**config.mk**
```make
export PLATFORM = sky130hd
export DESIGN_NAME = visca_cmd_seq_flat
export DESIGN_NICKNAME = d
export VERILOG_FILES = /design/src/rtl/visca_pkg.sv /design/src/rtl/visca_cmd_seq_if.sv /design/src/rtl/visca_cmd_rom.sv /design/src/rtl/visca_cmd_seq.sv /design/src/flat_wrapper.sv
export SDC_FILE = /design/constraint.sdc
export NUM_CORES = 1
export LEC_CHECK = 0
export ABC_AREA = 1
export BUFFER_PORTS_ARGS = -buffer_cell sky130_fd_sc_hd__buf_2
export CELL_PAD_IN_SITES_DETAIL_PLACEMENT = 0
export CELL_PAD_IN_SITES_GLOBAL_PLACEMENT = 1
export CORE_ASPECT_RATIO = 1.2
export CORE_MARGIN = 2
export CORE_UTILIZATION = 45
export DETAILED_ROUTE_END_ITERATION = 8
export PLACE_DENSITY_LB_ADDON = 0.1
export SLEW_MARGIN = 5
export SYNTH_ARGS = -nofsm -noshare
export SYNTH_HDL_FRONTEND = slang
export SYNTH_SLANG_ARGS = --single-unit
export TNS_END_PERCENT = 30
```
**constraint.sdc**
```tcl
create_clock -name clk -period 3.6 [get_ports clk]
set_clock_uncertainty 0.2 [all_clocks]
set_input_delay 0.18 -clock clk [delete_from_list [all_inputs] [get_ports clk]]
set_output_delay 0.18 -clock clk [all_outputs]
set_load 0.03 [all_outputs]
```
**src/rtl/visca_pkg.sv**
```systemverilog
// Shared VISCA constants, sequencer state type and the command-table contents.
// The table function is the single source of truth for every command byte.
package visca_pkg;

    localparam logic [7:0] VISCA_TERM  = 8'hFF;
    localparam logic [7:0] VISCA_BCAST = 8'h88;
    localparam int unsigned MERGE_BIT  = 8;

    localparam int unsigned CMD_ZOOM_STOP    = 0;
    localparam int unsigned CMD_ZOOM_TELE    = 1;
    localparam int unsigned CMD_ZOOM_WIDE    = 2;
    localparam int unsigned CMD_FOCUS_AUTO   = 3;
    localparam int unsigned CMD_FOCUS_MANUAL = 4;
    localparam int unsigned CMD_POWER_ON     = 5;
    localparam int unsigned CMD_POWER_OFF    = 6;
    localparam int unsigned CMD_IF_CLEAR     = 7;

    typedef enum logic [1:0] {
        ST_IDLE = 2'd0,
        ST_SEND = 2'd1,
        ST_DONE = 2'd2,
        ST_ERR  = 2'd3
    } seq_state_e;

    // Entry = {MERGE, byte}; byte 0 holds a default header that the sequencer replaces with the camera address.
    function automatic logic [8:0] visca_entry(input int unsigned id, input int unsigned idx);
        logic [8:0] e;
        e = {1'b0, VISCA_TERM};
        if (id > CMD_IF_CLEAR) begin
            e = {1'b0, VISCA_TERM};
        end else begin
            case (idx)
                32'd0: e = 9'h081;
                32'd1: e = 9'h001;
                32'd2: e = (id == CMD_IF_CLEAR) ? 9'h000 : 9'h004;
                32'd3: begin
                    case (id)
                        CMD_ZOOM_STOP, CMD_ZOOM_TELE, CMD_ZOOM_WIDE: e = 9'h007;
                        CMD_FOCUS_AUTO, CMD_FOCUS_MANUAL:            e = 9'h038;
                        CMD_POWER_ON, CMD_POWER_OFF:                 e = 9'h000;
                        CMD_IF_CLEAR:                                e = 9'h001;
                        default:                                     e = {1'b0, VISCA_TERM};
                    endcase
                end
                32'd4: begin
                    case (id)
                        CMD_ZOOM_STOP:    e = 9'h000;
                        CMD_ZOOM_TELE:    e = 9'h120;
                        CMD_ZOOM_WIDE:    e = 9'h130;
                        CMD_FOCUS_AUTO:   e = 9'h002;
                        CMD_FOCUS_MANUAL: e = 9'h003;
                        CMD_POWER_ON:     e = 9'h002;
                        CMD_POWER_OFF:    e = 9'h003;
                        default:          e = {1'b0, VISCA_TERM};
                    endcase
                end
                default: e = {1'b0, VISCA_TERM};
            endcase
        end
        return e;
    endfunction

    function automatic logic [7:0] visca_merge(input logic [8:0] entry, input logic [3:0] param);
        logic [7:0] r;
        if (entry[MERGE_BIT]) begin
            r = {entry[7:4], param};
        end else begin
            r = entry[7:0];
        end
        return r;
    endfunction

    function automatic logic [7:0] visca_hdr(input logic [2:0] cam);
        logic [7:0] r;
        if (cam != 3'd0) begin
            r = {5'b10000, cam};
        end else begin
            r = VISCA_BCAST;
        end
        return r;
    endfunction

endpackage

```
**src/rtl/visca_cmd_seq_if.sv**
```systemverilog
// Command request and UART byte stream between control logic, sequencer and VISCA TX.
interface visca_cmd_seq_if #(
    parameter int unsigned IDW = 3
);
    logic           cmd_valid;
    logic           cmd_ready;
    logic [IDW-1:0] cmd_id;
    logic [3:0]     cmd_param;
    logic [2:0]     cam_addr;
    logic [7:0]     tx_data;
    logic           tx_valid;
    logic           tx_ready;
    logic           busy;
    logic           done;
    logic           err;

    modport master (
        output cmd_valid, cmd_id, cmd_param, cam_addr, tx_ready,
        input  cmd_ready, tx_data, tx_valid, busy, done, err
    );

    modport slave (
        input  cmd_valid, cmd_id, cmd_param, cam_addr, tx_ready,
        output cmd_ready, tx_data, tx_valid, busy, done, err
    );
endinterface

```
**src/rtl/visca_cmd_rom.sv**
```systemverilog
// Command byte table with a registered read; address = {cmd_id, byte index}.
module visca_cmd_rom
    import visca_pkg::*;
#(
    parameter int unsigned NUM_CMD = 8,
    parameter int unsigned IDW     = 3,
    parameter int unsigned IW      = 4
) (
    input  logic              clk,
    input  logic              rst_n,
    input  logic [IDW+IW-1:0] addr_i,
    output logic [8:0]        data_o
);
    logic [8:0] data_q;

    // Slots beyond the configured command count read as terminators.
    always_ff @(posedge clk or negedge rst_n) begin
        if (!rst_n) begin
            data_q <= 9'h000;
        end else if (32'(addr_i[IDW+IW-1:IW]) < NUM_CMD) begin
            data_q <= visca_entry(32'(addr_i[IDW+IW-1:IW]), 32'(addr_i[IW-1:0]));
        end else begin
            data_q <= {1'b0, VISCA_TERM};
        end
    end

    assign data_o = data_q;
endmodule

```
**src/rtl/visca_cmd_seq.sv**
```systemverilog
// VISCA command sequencer: streams one table command per request to the UART TX,
// patching the camera address into byte 0 and merging the parameter nibble.
module visca_cmd_seq
    import visca_pkg::*;
#(
    parameter int unsigned NUM_CMD = 8,
    parameter int unsigned MAX_LEN = 16
) (
    input  logic              clk,
    input  logic              rst_n,
    visca_cmd_seq_if.slave    bus
);
    localparam int unsigned IDW = (NUM_CMD > 1) ? $clog2(NUM_CMD) : 1;
    localparam int unsigned IW  = $clog2(MAX_LEN);

    seq_state_e     state_q;
    logic [IDW-1:0] id_q;
    logic [3:0]     param_q;
    logic [IW-1:0]  idx_q;
    logic           err_pend_q;
    logic [7:0]     tx_data_q;
    logic           tx_valid_q;
    logic           busy_q;
    logic           done_q;
    logic           err_q;
    logic           cmd_ready_q;

    logic [IDW-1:0] rom_id_d;
    logic [IW-1:0]  rom_idx_d;
    logic [8:0]     rom_entry_s;

    // The ROM runs one byte ahead so the following byte is ready on each handshake.
    always_comb begin
        rom_id_d  = id_q;
        rom_idx_d = idx_q + IW'(1);
        case (state_q)
            ST_IDLE: begin
                rom_id_d  = bus.cmd_id;
                rom_idx_d = IW'(1);
            end
            ST_SEND: begin
                if (bus.tx_ready) begin
                    rom_idx_d = idx_q + IW'(2);
                end else begin
                    rom_idx_d = idx_q + IW'(1);
                end
            end
            default: begin
                rom_id_d  = id_q;
                rom_idx_d = IW'(0);
            end
        endcase
    end

    visca_cmd_rom #(.NUM_CMD(NUM_CMD), .IDW(IDW), .IW(IW)) u_rom (
        .clk    (clk),
        .rst_n  (rst_n),
        .addr_i ({rom_id_d, rom_idx_d}),
        .data_o (rom_entry_s)
    );

    // Sequencer FSM with registered outputs.
    always_ff @(posedge clk or negedge rst_n) begin
        if (!rst_n) begin
            state_q     <= ST_IDLE;
            id_q        <= '0;
            param_q     <= 4'h0;
            idx_q       <= '0;
            err_pend_q  <= 1'b0;
            tx_data_q   <= 8'h00;
            tx_valid_q  <= 1'b0;
            busy_q      <= 1'b0;
            done_q      <= 1'b0;
            err_q       <= 1'b0;
            cmd_ready_q <= 1'b1;
        end else begin
            case (state_q)
                ST_IDLE: begin
                    if (bus.cmd_valid && cmd_ready_q) begin
                        id_q        <= bus.cmd_id;
                        param_q     <= bus.cmd_param;
                        idx_q       <= '0;
                        err_pend_q  <= 1'b0;
                        busy_q      <= 1'b1;
                        cmd_ready_q <= 1'b0;
                        if (32'(bus.cmd_id) >= NUM_CMD) begin
                            state_q <= ST_ERR;
                            err_q   <= 1'b1;
                        end else begin
                            state_q    <= ST_SEND;
                            tx_valid_q <= 1'b1;
                            tx_data_q  <= visca_hdr(bus.cam_addr);
                        end
                    end
                end
                ST_SEND: begin
                    if (bus.tx_ready) begin
                        if (tx_data_q == VISCA_TERM) begin
                            tx_valid_q <= 1'b0;
                            done_q     <= 1'b1;
                            err_q      <= err_pend_q;
                            state_q    <= ST_DONE;
                        end else if (idx_q == IW'(MAX_LEN - 2)) begin
                            // Table ran out of room without a terminator: close the frame.
                            tx_data_q  <= VISCA_TERM;
                            err_pend_q <= 1'b1;
                            idx_q      <= idx_q + IW'(1);
                        end else begin
                            tx_data_q <= visca_merge(rom_entry_s, param_q);
                            idx_q     <= idx_q + IW'(1);
                        end
                    end
                end
                ST_DONE, ST_ERR: begin
                    done_q      <= 1'b0;
                    err_q       <= 1'b0;
                    busy_q      <= 1'b0;
                    cmd_ready_q <= 1'b1;
                    state_q     <= ST_IDLE;
                end
                default: begin
                    tx_valid_q  <= 1'b0;
                    done_q      <= 1'b0;
                    err_q       <= 1'b0;
                    busy_q      <= 1'b0;
                    cmd_ready_q <= 1'b1;
                    state_q     <= ST_IDLE;
                end
            endcase
        end
    end

    assign bus.tx_data   = tx_data_q;
    assign bus.tx_valid  = tx_valid_q;
    assign bus.busy      = busy_q;
    assign bus.done      = done_q;
    assign bus.err       = err_q;
    assign bus.cmd_ready = cmd_ready_q;
endmodule
```
**src/flat_wrapper.sv**
```systemverilog
// flat-port wrapper written by rule: the top's interface ports become plain ports
module visca_cmd_seq_flat import visca_pkg::*;
#(
    parameter int unsigned NUM_CMD = 8,
    parameter int unsigned MAX_LEN = 16
)
  (clk, rst_n, bus_cmd_valid, bus_cmd_id, bus_cmd_param, bus_cam_addr, bus_tx_ready, bus_cmd_ready, bus_tx_data, bus_tx_valid, bus_busy, bus_done, bus_err);
  visca_cmd_seq_if bus_i ();
  input  logic clk;
  input  logic rst_n;
  input wire logic [$bits(bus_i.cmd_valid)-1:0] bus_cmd_valid;
  input wire logic [$bits(bus_i.cmd_id)-1:0] bus_cmd_id;
  input wire logic [$bits(bus_i.cmd_param)-1:0] bus_cmd_param;
  input wire logic [$bits(bus_i.cam_addr)-1:0] bus_cam_addr;
  input wire logic [$bits(bus_i.tx_ready)-1:0] bus_tx_ready;
  output wire logic [$bits(bus_i.cmd_ready)-1:0] bus_cmd_ready;
  output wire logic [$bits(bus_i.tx_data)-1:0] bus_tx_data;
  output wire logic [$bits(bus_i.tx_valid)-1:0] bus_tx_valid;
  output wire logic [$bits(bus_i.busy)-1:0] bus_busy;
  output wire logic [$bits(bus_i.done)-1:0] bus_done;
  output wire logic [$bits(bus_i.err)-1:0] bus_err;
  assign bus_i.cmd_valid = bus_cmd_valid;
  assign bus_i.cmd_id = bus_cmd_id;
  assign bus_i.cmd_param = bus_cmd_param;
  assign bus_i.cam_addr = bus_cam_addr;
  assign bus_i.tx_ready = bus_tx_ready;
  assign bus_cmd_ready = bus_i.cmd_ready;
  assign bus_tx_data = bus_i.tx_data;
  assign bus_tx_valid = bus_i.tx_valid;
  assign bus_busy = bus_i.busy;
  assign bus_done = bus_i.done;
  assign bus_err = bus_i.err;
  visca_cmd_seq #(.NUM_CMD(NUM_CMD), .MAX_LEN(MAX_LEN)) u_core (.clk(clk), .rst_n(rst_n), .bus(bus_i));
endmodule
```
==> impl_metrics.env <==
export IMPL_die_area_um2=4940
export IMPL_drive_above_1_share_pct=20.4
export IMPL_finalMaxSlewViolations=0
export IMPL_clkLatencyLatePin_ns=0.29
export IMPL_syn2layout_area_growth_pct=17.0
export IMPL_port_buffers=26
export IMPL_ys_ff_latch=36
export IMPL_crit_type="reg -> reg"
export IMPL_syn_area_per_cell_um2=7.64
export IMPL_outcome="finished clean"
export IMPL_coreArea_um2=4230
export IMPL_worst_path_buf_inv=1
export IMPL_hold_violations=0
export IMPL_routedWlPerCell_um=12.6
export IMPL_cts_resized=0
export IMPL_fp_dieH_um=76.6
export IMPL_dr_pass1_iters=4
export IMPL_grt_max_degree=37
export IMPL_cts_tree="built"
export IMPL_p_per_area_nw_per_um2=816
export IMPL_grt_overflow=0
export IMPL_vdd_ir_drop_max_mv=0.276
export IMPL_vias_per_cell=4.83
export IMPL_fill_cells=443
export IMPL_ys_seq_area_share_pct=45.6
export IMPL_final_antenna_net_count=0
export IMPL_placementRows=26
export IMPL_fmax_mhz=528
export IMPL_cts_setup_buffers=0
export IMPL_remaining_drc_errors=0
export IMPL_maxCapViolations=0
export IMPL_grt_use_met3_pct=4.14
export IMPL_place_gp_congestion=0.882
export IMPL_grt_pass1_vias=1624
export IMPL_rsz0062_at_grt="false"
export IMPL_grt_pass1_wl_um=7670
export IMPL_io_pins=27
export IMPL_critPathArrivalTime_ns=1.92
export IMPL_leakage_nw=1.24
export IMPL_first_iter_violations=122
export IMPL_met2_usage_pct=33.1
export IMPL_crit_chain="inv_2 > nand2_2 > nor2_1 > nor2_2 > nor3_2 > o21ai_0 > nand2_1"
export IMPL_utilization_pct=54.7
export IMPL_place_area_um2=2150
export IMPL_min_period_ns=1.89
export IMPL_max_slew_margin_rel_pct=46.4
export IMPL_path_clk_slew_ns=0.07
export IMPL_fin_crit_sh_pct=52.6
export IMPL_start_kind="flop"
export IMPL_max_stage_delay_ns=0.44
export IMPL_synth_nets=276
export IMPL_wirelength_um=4480
export IMPL_place_hpwl_um=3380
export IMPL_worstPathRequired_ns=3.63
export IMPL_worstMarginPinSlew_ns=0.803
export IMPL_antenna_found_initial=0
export IMPL_die_w_um=64.5
export IMPL_cts_buffers_inserted=5
export IMPL_cp_max_fo=5
export IMPL_synthDistinctLibCells=29
export IMPL_antenna_cells=0
export IMPL_crit_family="simple AND/OR/NAND/NOR gates"
export IMPL_totalPowerFinal_w=0.00189
export IMPL_cts_sinks=36
export IMPL_grt_total_usage_pct=20.0
export IMPL_end_kind="flop"
export IMPL_use_met1_pct=26.4
export IMPL_busiest_layer="met2"
export IMPL_num_vias=1716
export IMPL_num_nets_final=315
export IMPL_cts_hold_buf=8
export IMPL_htree_levels=2
export IMPL_synth_area_um2=1980
export IMPL_critPathSlowestCell="dfrtp_1"
export IMPL_setup_viol=0
export IMPL_initial_utilization_pct=46.8
export IMPL_tns_ns=0
export IMPL_fin_area_um2=2310
export IMPL_synthCells=259
export IMPL_clk_path_buf_depth=2
export IMPL_yosysWarnings=0
export IMPL_clock_root_buffer="clkbuf_8"
export IMPL_hold_path_class="in -> reg"
==> stage by stage <==
| step | hold WS, ns | setup slack (ns) | std cells |
|---|---|---|---|
| 6_report | 0.0224 | 1.71 | 355 |
| 5_1_grt | 0.0664 | 1.54 | 355 |
| 4_1_cts | 0.0229 | 1.70 | 355 |
| 3_5_place_dp | 0.119 | 1.72 | 339 |
| 3_3_place_gp | 0.112 | 1.72 | 339 |
| 2_1_floorplan | -0.316 | 1.90 | 259 |
==> worst reg2reg max path: cells and delay by family (launching register included) <==
kind / cells / cell delay [ns]
buffers and inverters: 1 / 0.14
AO/OA/AOI/OAI: 1 / 0.18
flip-flops: 1 / 0.44
AND/OR/NAND/NOR: 5 / 0.87
==> synthesized netlist by cell type (all sizes together) <==
master | instances | area, um^2
inv | 29 | 111
nand4 | 2 | 12.5
o211ai | 1 | 7.51
ha | 3 | 37.5
nor3 | 1 | 10.0
a21oi | 5 | 36.3
a31o | 1 | 8.76
or2 | 1 | 6.26
nand3 | 22 | 145
dfrtp | 35 | 876
nand3b | 1 | 20.0
nand2 | 104 | 418
dfstp | 1 | 26.3
buf | 3 | 31.3
nor2 | 28 | 120
a31oi | 1 | 6.26
o21ai | 21 | 105
==> layer usage <==
layer,wire [um],vias to the layer above,part of all wire (%)
met1,2110,784,47
met2,2150,31,48
li1,-,895,-
met5,0,-,0
met4,68,0,1.5
met3,157,6,3.5
==> logic make-up (layout without fill, tap and decap cells) <==
kind of cell | Yosys count | count (layout) | synth area share (%)
compound gates | 29 | 29 | 8.29
simple gates | 159 | 159 | 37.0
buf+inv | 32 | 72 | 7.21
flops | 36 | 36 | 45.6
fa+ha+maj | 3 | 3 | 1.90
==> path summary, 6_finish.rpt <==
| kind | from | end | slack (ns) | cells past startpoint |
|---|---|---|---|---|
| max | u_core.state_q[1]$_DFFE_PN0P_ | u_core.bus.tx_data[6]$_DFFE_PN0P_ | 1.71 | 7 |
| min | bus_cam_addr[1] | u_core.bus.tx_data[1]$_DFFE_PN0P_ | 0.02 | 3 |
| max reg2reg | u_core.state_q[1]$_DFFE_PN0P_ | u_core.bus.tx_data[6]$_DFFE_PN0P_ | 1.71 | 7 |
| min reg2reg | u_core.bus.done$_DFFE_PN0P_ | u_core.bus.done$_DFFE_PN0P_ | 0.27 | 2 |
| max in group asynchronous | rst_n | u_core.u_rom.data_o[3]$_DFF_PN0_ | 2.38 | 2 |
| min in group asynchronous | rst_n | u_core.err_pend_q$_DFFE_PN0P_ | 0.31 | 2 |
==> layout by cell type, fill, tap and decap left out, drive strengths merged <==
master,netlist,layout
clkbuf,0,8
dfrtp,35,35
dfstp,1,1
nor2,28,28
a31oi,1,1
nand3b,1,1
or2,1,1
inv,29,29
buf,3,27
o21ai,21,21
nand4,2,2
dlygate4sd3,0,8
a21oi,5,5
nor3,1,1
ha,3,3
o211ai,1,1
nand2,104,104
nand3,22,22
a31o,1,1
==> sequential cells by signal (all words and copies together) (netlist names) <==
| register | count |
|---|---|
| u_core.u_rom.data_o | 9 |
| u_core.bus.busy | 1 |
| u_core.bus.err | 1 |
| u_core.param_q | 4 |
| u_core.err_pend_q | 1 |
| u_core.bus.done | 1 |
| u_core.id_q | 3 |
| u_core.idx_q | 4 |
| u_core.bus.tx_data | 8 |
| u_core.state_q | 2 |
| u_core.bus.tx_valid | 1 |
| u_core.bus.cmd_ready | 1 |
==> report_power, final <==
group	switching [W]	internal (W)
Sequential	0.000109	0.000575
Clock	0.000140	0.000138
Combinational	0.000619	0.000309
Total	0.000867	0.00102
==> final cells by class <==
class | count | area (um^2) | area share [%]
Timing Repair Buffer | 35 | 218 | 9.41
Multi-Input combinational cell | 191 | 933 | 40.3
Sequential cell | 36 | 902 | 39.0
Tap cell | 56 | 70.1 | 3.03
Clock buffer | 8 | 80.1 | 3.46
Inverter | 29 | 111 | 4.81
No activity file was read; power rests on OpenSTA's default activity.
